--- config.mk ---
export PLATFORM = sky130hd
export DESIGN_NAME = mux_nto1_scan
export DESIGN_NICKNAME = d
export VERILOG_FILES = /design/src/rtl/mux_nto1_scan.sv
export SDC_FILE = /design/constraint.sdc
export NUM_CORES = 1
export LEC_CHECK = 0
export ABC_AREA = 1
export CAP_MARGIN = 20
export CORE_ASPECT_RATIO = 0.7
export CORE_MARGIN = 3
export CORE_UTILIZATION = 36
export CTS_BUF_LIST = sky130_fd_sc_hd__clkbuf_4 sky130_fd_sc_hd__clkbuf_8 sky130_fd_sc_hd__clkbuf_16
export DETAILED_ROUTE_END_ITERATION = 6
export PLACE_DENSITY = 0.8
export SKIP_CTS_REPAIR_TIMING = 1
export SLEW_MARGIN = 0
export SYNTH_ARGS = -nofsm -noshare
export SYNTH_HDL_FRONTEND = slang
export SYNTH_SLANG_ARGS = --single-unit
--- constraint.sdc ---
create_clock -name clk -period 3.7 [get_ports clk]
set_input_delay 0.555 -clock clk [delete_from_list [all_inputs] [get_ports clk]]
set_output_delay 0.555 -clock clk [all_outputs]
set_load 0.01 [all_outputs]
--- src/rtl/mux_nto1_scan.sv ---
// mux_nto1_scan
// N:1 data selector with a registered output and a valid/ready handshake.
// Two operating modes:
//   manual - the channel comes from s; one capture per cycle while the
//            output slot is free.
//   scan   - round-robin over the channels enabled in ch_mask, spending
//            DWELL cycles on each channel before capturing it.
//
// Ports:
//   clk      clock, all state on the rising edge
//   rst      synchronous active-high reset
//   d        N*W channel data, channel i = d[i*W +: W]
//   s        manual-mode channel select
//   mode     0 = manual, 1 = scan
//   en       block enable (0 forces IDLE and drops any pending sample)
//   ch_mask  scan-mode channel enables, sampled live
//   y        registered selected data
//   y_ch     channel index that produced y
//   y_valid  y/y_ch hold an unconsumed sample
//   y_ready  consumer accepts the sample when y_valid && y_ready
module mux_nto1_scan #(
  parameter int N     = 8,
  parameter int W     = 8,
  parameter int DWELL = 4
) (
  input  logic                 clk,
  input  logic                 rst,
  input  logic [N*W-1:0]       d,
  input  logic [$clog2(N)-1:0] s,
  input  logic                 mode,
  input  logic                 en,
  input  logic [N-1:0]         ch_mask,
  output logic [W-1:0]         y,
  output logic [$clog2(N)-1:0] y_ch,
  output logic                 y_valid,
  input  logic                 y_ready
);

  localparam int SW = $clog2(N);
  localparam int CW = (DWELL > 1) ? $clog2(DWELL) : 1;
  localparam logic [CW-1:0] CNT_RELOAD = CW'(DWELL - 1);

  typedef enum logic [1:0] {
    IDLE   = 2'd0,
    MANUAL = 2'd1,
    SCAN   = 2'd2
  } state_t;

  state_t        state_q, state_d;
  logic [SW-1:0] ptr_q, ptr_d;
  logic [CW-1:0] cnt_q, cnt_d;
  logic          free;
  logic          cap;
  logic [SW-1:0] cap_ch;
  logic [W-1:0]  ch_data [N];

  for (genvar g = 0; g < N; g++) begin : g_split
    assign ch_data[g] = d[g*W +: W];
  end

  // Lowest set bit of the mask, 0 when the mask is empty.
  function automatic logic [SW-1:0] lowest_set(input logic [N-1:0] m);
    logic [SW-1:0] r;
    r = '0;
    for (int i = N - 1; i >= 0; i--) begin
      if (m[i]) r = SW'(i);
    end
    return r;
  endfunction

  // Next set bit strictly above p, wrapping; p itself if nothing else is set.
  // N is a power of two, so the SW-bit addition wraps naturally.
  function automatic logic [SW-1:0] next_set(input logic [N-1:0] m,
                                             input logic [SW-1:0] p);
    logic [SW-1:0] r;
    logic [SW-1:0] idx;
    logic          found;
    r     = p;
    found = 1'b0;
    for (int i = 1; i < N; i++) begin
      idx = p + SW'(i);
      if (!found && m[idx]) begin
        r     = idx;
        found = 1'b1;
      end
    end
    return r;
  endfunction

  assign free = !y_valid || y_ready;

  always_comb begin
    state_d = IDLE;
    ptr_d   = ptr_q;
    cnt_d   = cnt_q;
    cap     = 1'b0;
    cap_ch  = s;

    if (en) state_d = mode ? SCAN : MANUAL;

    // Captures only happen when both this and the next cycle are in the same
    // mode, so a mode change never captures on the transition edge.
    if (state_d == SCAN && state_q != SCAN) begin
      ptr_d = lowest_set(ch_mask);
      cnt_d = CNT_RELOAD;
    end else if (state_d == SCAN && state_q == SCAN) begin
      if (cnt_q != '0) begin
        cnt_d = cnt_q - CW'(1);
      end else if (free) begin
        // A channel cleared mid-dwell is skipped but still advances ptr.
        cap    = ch_mask[ptr_q];
        cap_ch = ptr_q;
        ptr_d  = next_set(ch_mask, ptr_q);
        cnt_d  = CNT_RELOAD;
      end
    end else if (state_d == MANUAL && state_q == MANUAL) begin
      cap    = free;
      cap_ch = s;
    end
  end

  // Output register stage
  always_ff @(posedge clk) begin
    if (rst) begin
      state_q <= IDLE;
      ptr_q   <= '0;
      cnt_q   <= '0;
      y       <= '0;
      y_ch    <= '0;
      y_valid <= 1'b0;
    end else begin
      state_q <= state_d;
      ptr_q   <= ptr_d;
      cnt_q   <= cnt_d;
      if (cap) begin
        y       <= ch_data[cap_ch];
        y_ch    <= cap_ch;
        y_valid <= 1'b1;
      end else if (state_d == IDLE || free) begin
        y_valid <= 1'b0;
      end
    end
  end

endmodule

-- Word level (Yosys, flattened, before mapping)
Cells that the tools add are included.
- input bits: 80
- output and inout port bits: 12
- logic and storage cells: 142
- register bits after elaboration: 19
- order comparisons: 9
- $add $sub $neg: 8
- equality and inequality tests: 6
- reduce and logical (&&, ||, !) cells: 27
- multiplexer cells: 85
- bitwise gates (word level): 1
- operators with widths (cell ; number):
    3-bit two-way mux ; 23
    1-bit two-way mux ; 45
    3-bit by 4-bit < comparator with 1-bit output, second input constant ; 8
    1-bit binary-select mux with 3-bit select ; 8
    8-bit binary-select mux with 3-bit select ; 1
    8-bit two-way mux ; 2
    3-bit adder, second input constant ; 4
    2-bit two-way mux ; 6
    1-bit logical AND ; 9
    2-bit nonzero test ; 4
    8-bit nonzero test ; 1
    1-bit zero test ; 7
    3-bit by 2-bit adder with 3-bit output, second input constant ; 2
    2-bit by 1-bit equality test with 1-bit output, second input constant ; 2
    2-bit equality test, second input constant ; 2
    4-bit greater-or-equal comparator, second input constant ; 1
    2-bit inequality test, second input constant ; 2
    3-bit NOT with 4-bit output ; 1
    4-bit AND reduction ; 1
    3-bit by 1-bit adder with 3-bit output, second input constant ; 1
    3-bit nonzero test ; 1
    2-bit zero test ; 1
    1-bit logical OR ; 2
    2-bit AND reduction ; 1
    2-bit by 1-bit subtractor with 2-bit output, second input constant ; 1

-- Longest topological paths before layout
- depth in word-level cells: 50
- mapped depth: 20
- gate-level depth less buffers: 18

-- Worst setup path before layout
OpenSTA, ideal clock, no wires.
- kind: register -> register
- from: register ptr_q[0]
- to: register ptr_q[0]
- clock period less this slack: 2.200 ns
- path buffers: 2
- stages on the path, launching flop included: 21
- data required time: 3.586 ns
- arrival time: 2.086 ns
- setup time: 0.114 ns
- slack: 1.500 ns
- path through: dfxtp_1 > buf_6 > inv_4 > buf_8 > ha_1 > inv_1 > nand3_1 > nand2_1 > nand2_1 > nand2_2 > nand2_2 > nor2_4 > nand2_2 > inv_2 > nand2_2 > nand2_1 > inv_1 > nand3_1 > nand2_1 > nand2_1 > nor2_2
- cells in the longest elaborated chain, start to end: 50
- elaborated cells between the ends (all ways): 76
- classes of those cells: add/sub (7); mux (55); reduce/logical (14)
- RTL lines (element ; line ; RTL):
    from (decl) ; 50 ; logic [SW-1:0] ptr_q, ptr_d;
    from (signal assigned) ; 133 ; ptr_q <= ptr_d;
    3-bit by 1-bit adder with 3-bit output ; 81 ; idx = p + SW'(i);
    1-bit binary-select mux with 3-bit select ; 82 ; if (!found && m[idx]) begin
    1-bit two-way mux (implied by the code) ; 82 ;
    1-bit two-way mux ; 82 ;
    1-bit two-way mux ; 109 ; end else if (free) begin
    1-bit two-way mux ; 107 ; if (cnt_q != '0) begin
    1-bit two-way mux ; 106 ; end else if (state_d == SCAN && state_q == SCAN) begin
    1-bit two-way mux ; 103 ; if (state_d == SCAN && state_q != SCAN) begin
    (+34 left out) ; - ;
    1-bit two-way mux ; 103 ;
    1-bit zero test ; 82 ;
    1-bit logical AND ; 82 ;
    3-bit two-way mux ; 82 ;
    3-bit two-way mux ; 109 ;
    3-bit two-way mux ; 107 ;
    3-bit two-way mux ; 106 ;
    3-bit two-way mux ; 103 ;
Several ways; a longest one is shown, not always the timed one. The select of a mux whose other input is x is not followed.
A chain may end at the register's enable or synchronous reset.

-- Worst setup path in the final report
Same ends and word-level chain as after synthesis.

==> flow_metrics.py <==
metrics = {
    "die": {
        "placementRows": 22,
        "initial_core_util": 0.3915,
        "die_x_um": 98.71,
        "fp.dieH_um": 70.90,
        "ioPinCount": 92,
        "die_area_um2": 6998,
        "core_um2": 5533,
    },
    "logic_synthesis": {
        "synth.avg_cell_area_um2": 5.655,
        "syn_nets": 466,
        "synth-main-ff-cell": "dfxtp_1",
        "syn_inst": 383,
        "yosys_warnings": 0,
        "synth-async-reset-ratio": 0,
        "yosysSeqAreaShare": 0.1756,
        "synth_cell_type_count": 35,
        "synth.ff_latch_count": 19,
        "synth_area_um2": 2166,
        "synth_edf_count": 0,
    },
    "hold_path": {
        "hp-start": "cnt_q[1]",
        "hold_class": "reg -> reg",
    },
    "detailed_routing": {
        "via_count": 2795,
        "drt-initial-drc-count": 236,
        "drc": 0,
        "viasPerCell": 5.195,
        "wl_um": 7461,
        "first_pass_iters": 4,
        "wl_per_cell_um": 13.87,
        "antenna_left": 0,
    },
    "timing": {
        "setup_tns_ns": 0,
        "finClkSkew_ns": 0.002132,
        "holdWs_ns": 0.4966,
        "post-route-min-period_ns": 2.795,
        "max_freq_mhz": 357.8,
        "drv_slew": 0,
        "finalSetupViolations": 0,
        "finalCritPeriodShare": 0.7554,
        "rsz0062_at_grt": "false",
        "worst_slew_pin_slew_ns": 0.8674,
        "max_slew_margin": 0.4211,
        "hold_violations": 0,
    },
    "power": {
        "seqPwrFrac": 0.159,
        "swShare": 0.5626,
        "switchingPower_mw": 0.9824,
        "p_int_mw": 0.7637,
        "powerDensity_nw_per_um2": 556.7,
        "ir_worst_vdd_uv": 281.8,
        "total_power_mw": 1.746,
        "power.leakage_nw": 1.408,
        "p_comb_frac": 0.752,
        "p_clk_frac": 0.089,
    },
    "grt": {
        "grt_pass1_vias": 2422,
        "track_usage": 0.2036,
        "grt_first_pass_wirelength_um": 11720,
        "overflow": 0,
        "antenna_found_initial": 0,
        "grt_max_degree": 34,
    },
    "worst_setup_path": {
        "worstPathMaxFanout": 11,
        "cp.arrival_ns": 2.96,
        "cpPeakStageDelay_ns": 0.62,
        "crit_start": "ptr_q[0]",
        "cpMostUsedCell": "nor2_1",
        "path_cells": "inv_4, ha_1, inv_1, nand3_1, nand2_1, nor2_1, nor2_4, a21oi_1, nor2_1, o21ai_0, nand3_1, nor2_1, nor2_2",
        "slowest_stage": "dfxtp_1",
        "crit_type": "reg -> reg",
        "crit_required_ns": 3.87,
        "r2r-start": "ptr_q[0]",
        "worst-path-buf-inv": 2,
        "critPathLaunchType": "flip-flop",
        "path_delay_family": "simple AND/OR/NAND/NOR gates",
        "critPathCaptureType": "flip-flop",
    },
    "finish": {
        "n_fill_cell": 551,
        "drive_gt1_frac": 0.1094,
        "syn_to_final_growth_pct": 44.83,
        "nNetsFinal": 550,
        "multi_input_area_um2": 1546,
        "n_antenna_cell": 0,
        "layout_common_cells": "101 x nand2_1, 91 x clkdlybuf4s50_1, 53 x nor2_1",
        "final_common_cell": "nand2_1",
        "register_area_um2": 380.4,
    },
    "clocking": {
        "cts_buffer_depth": 2,
        "clock_latency_ns": 0.27,
        "cts_root_buf": "clkbuf_8",
        "clkTransAtPathRegs_ns": 0.08,
        "cts_buffers": 3,
        "cts_tree": "built",
        "clock-sinks": 19,
        "htreeDepth": 1,
    },
    "status": {
        "status": "complete, no violations",
    },
    "run": {
        "drv_cap": 0,
    },
    "placement": {
        "io_buffer_count": 91,
        "gp_congestion": 0.9108,
        "hpwl_um": 5918,
    },
}
## layout make-up
class / count / share of cell area
multi-input combinational: 311 / 0.4930
timing repair buffer: 92 / 0.2928
sequential: 19 / 0.1213
inverter: 40 / 0.04866
tap: 72 / 0.02872
clock buffer: 3 / 0.01316
clock inverter: 1 / 0.002393
## per-layer routing
layer  vias to the layer above  routed length, um  share of wire  track usage
met5                         -                  0              0            0
met4                         0                 73         0.0098      0.03636
met3                         8                572          0.077      0.03350
met2                       119               2969           0.40       0.2831
met1                      1240               3845           0.52       0.3251
li1                       1428                  -              -            -
## metrics by stage
step | cells | worst slack, ns | utilization | area, um^2
after floorplan | 383 | 1.500 | - | 2166
after global placement | 534 | 0.8572 | 0.5581 | 3088
after detailed placement | 534 | 0.7666 | 0.5581 | 3088
after CTS | 538 | 0.9552 | 0.5669 | 3137
after global routing | 538 | 0.6552 | 0.5669 | 3137
final | 538 | 0.9048 | 0.5669 | 3137
## cells by family (layout without fill, tap and decap cells)
group,after synthesis,count (layout),share of synthesized area
buf+inv,53,136,0.1103
xor+xnor,2,2,0.01156
compound gates,74,74,0.1947
simple gates,232,232,0.4905
fa+ha+maj,3,3,0.01733
flops,19,19,0.1756
## flip-flops by register name, indices dropped and copies added (netlist names)
name     flops
ptr_q        3
y_valid      1
y_ch         3
state_q      2
y            8
cnt_q        2
## Yosys cell counts (all sizes together) (2+ instances only)
| master | n | area (um^2) |
|---|---|---|
| o31ai | 2 | 15.01 |
| o22ai | 16 | 100.1 |
| inv | 39 | 148.9 |
| buf | 10 | 75.07 |
| a21oi | 9 | 48.80 |
| nor2 | 60 | 257.7 |
| dfxtp | 19 | 380.4 |
| clkbuf | 3 | 11.26 |
| ha | 3 | 37.54 |
| o21ai | 43 | 226.5 |
| nand2 | 115 | 466.7 |
| nand4 | 8 | 50.05 |
| nor3 | 4 | 20.02 |
| nand3 | 43 | 255.3 |
## worst min-delay path, cell delays in order (launching register included)
cell and delay, ns:
dfxtp_1 0.31, nor2_1 0.09, a311oi_1 0.05
## path summary, 6_finish.rpt
check | depth (start not counted) | slack [ns] | endpoint
worst max register to register | 13 | 0.90 | ptr_q[0]
worst min register to register | 2 | 0.50 | cnt_q[1]
worst max-delay path | 13 | 0.90 | ptr_q[0]
worst min-delay path | 2 | 0.50 | cnt_q[1]
## power groups by stage
stage	Sequential (mW)	Clock (mW)	Combinational, mW
after floorplan	0.242	0	1.05
after global placement	0.280	0	1.27
after detailed placement	0.282	0	1.28
after CTS	0.277	0.160	1.29
after global routing	0.282	0.166	1.46
final	0.277	0.155	1.31
Note: power is estimated with default switching activity, not from simulation.
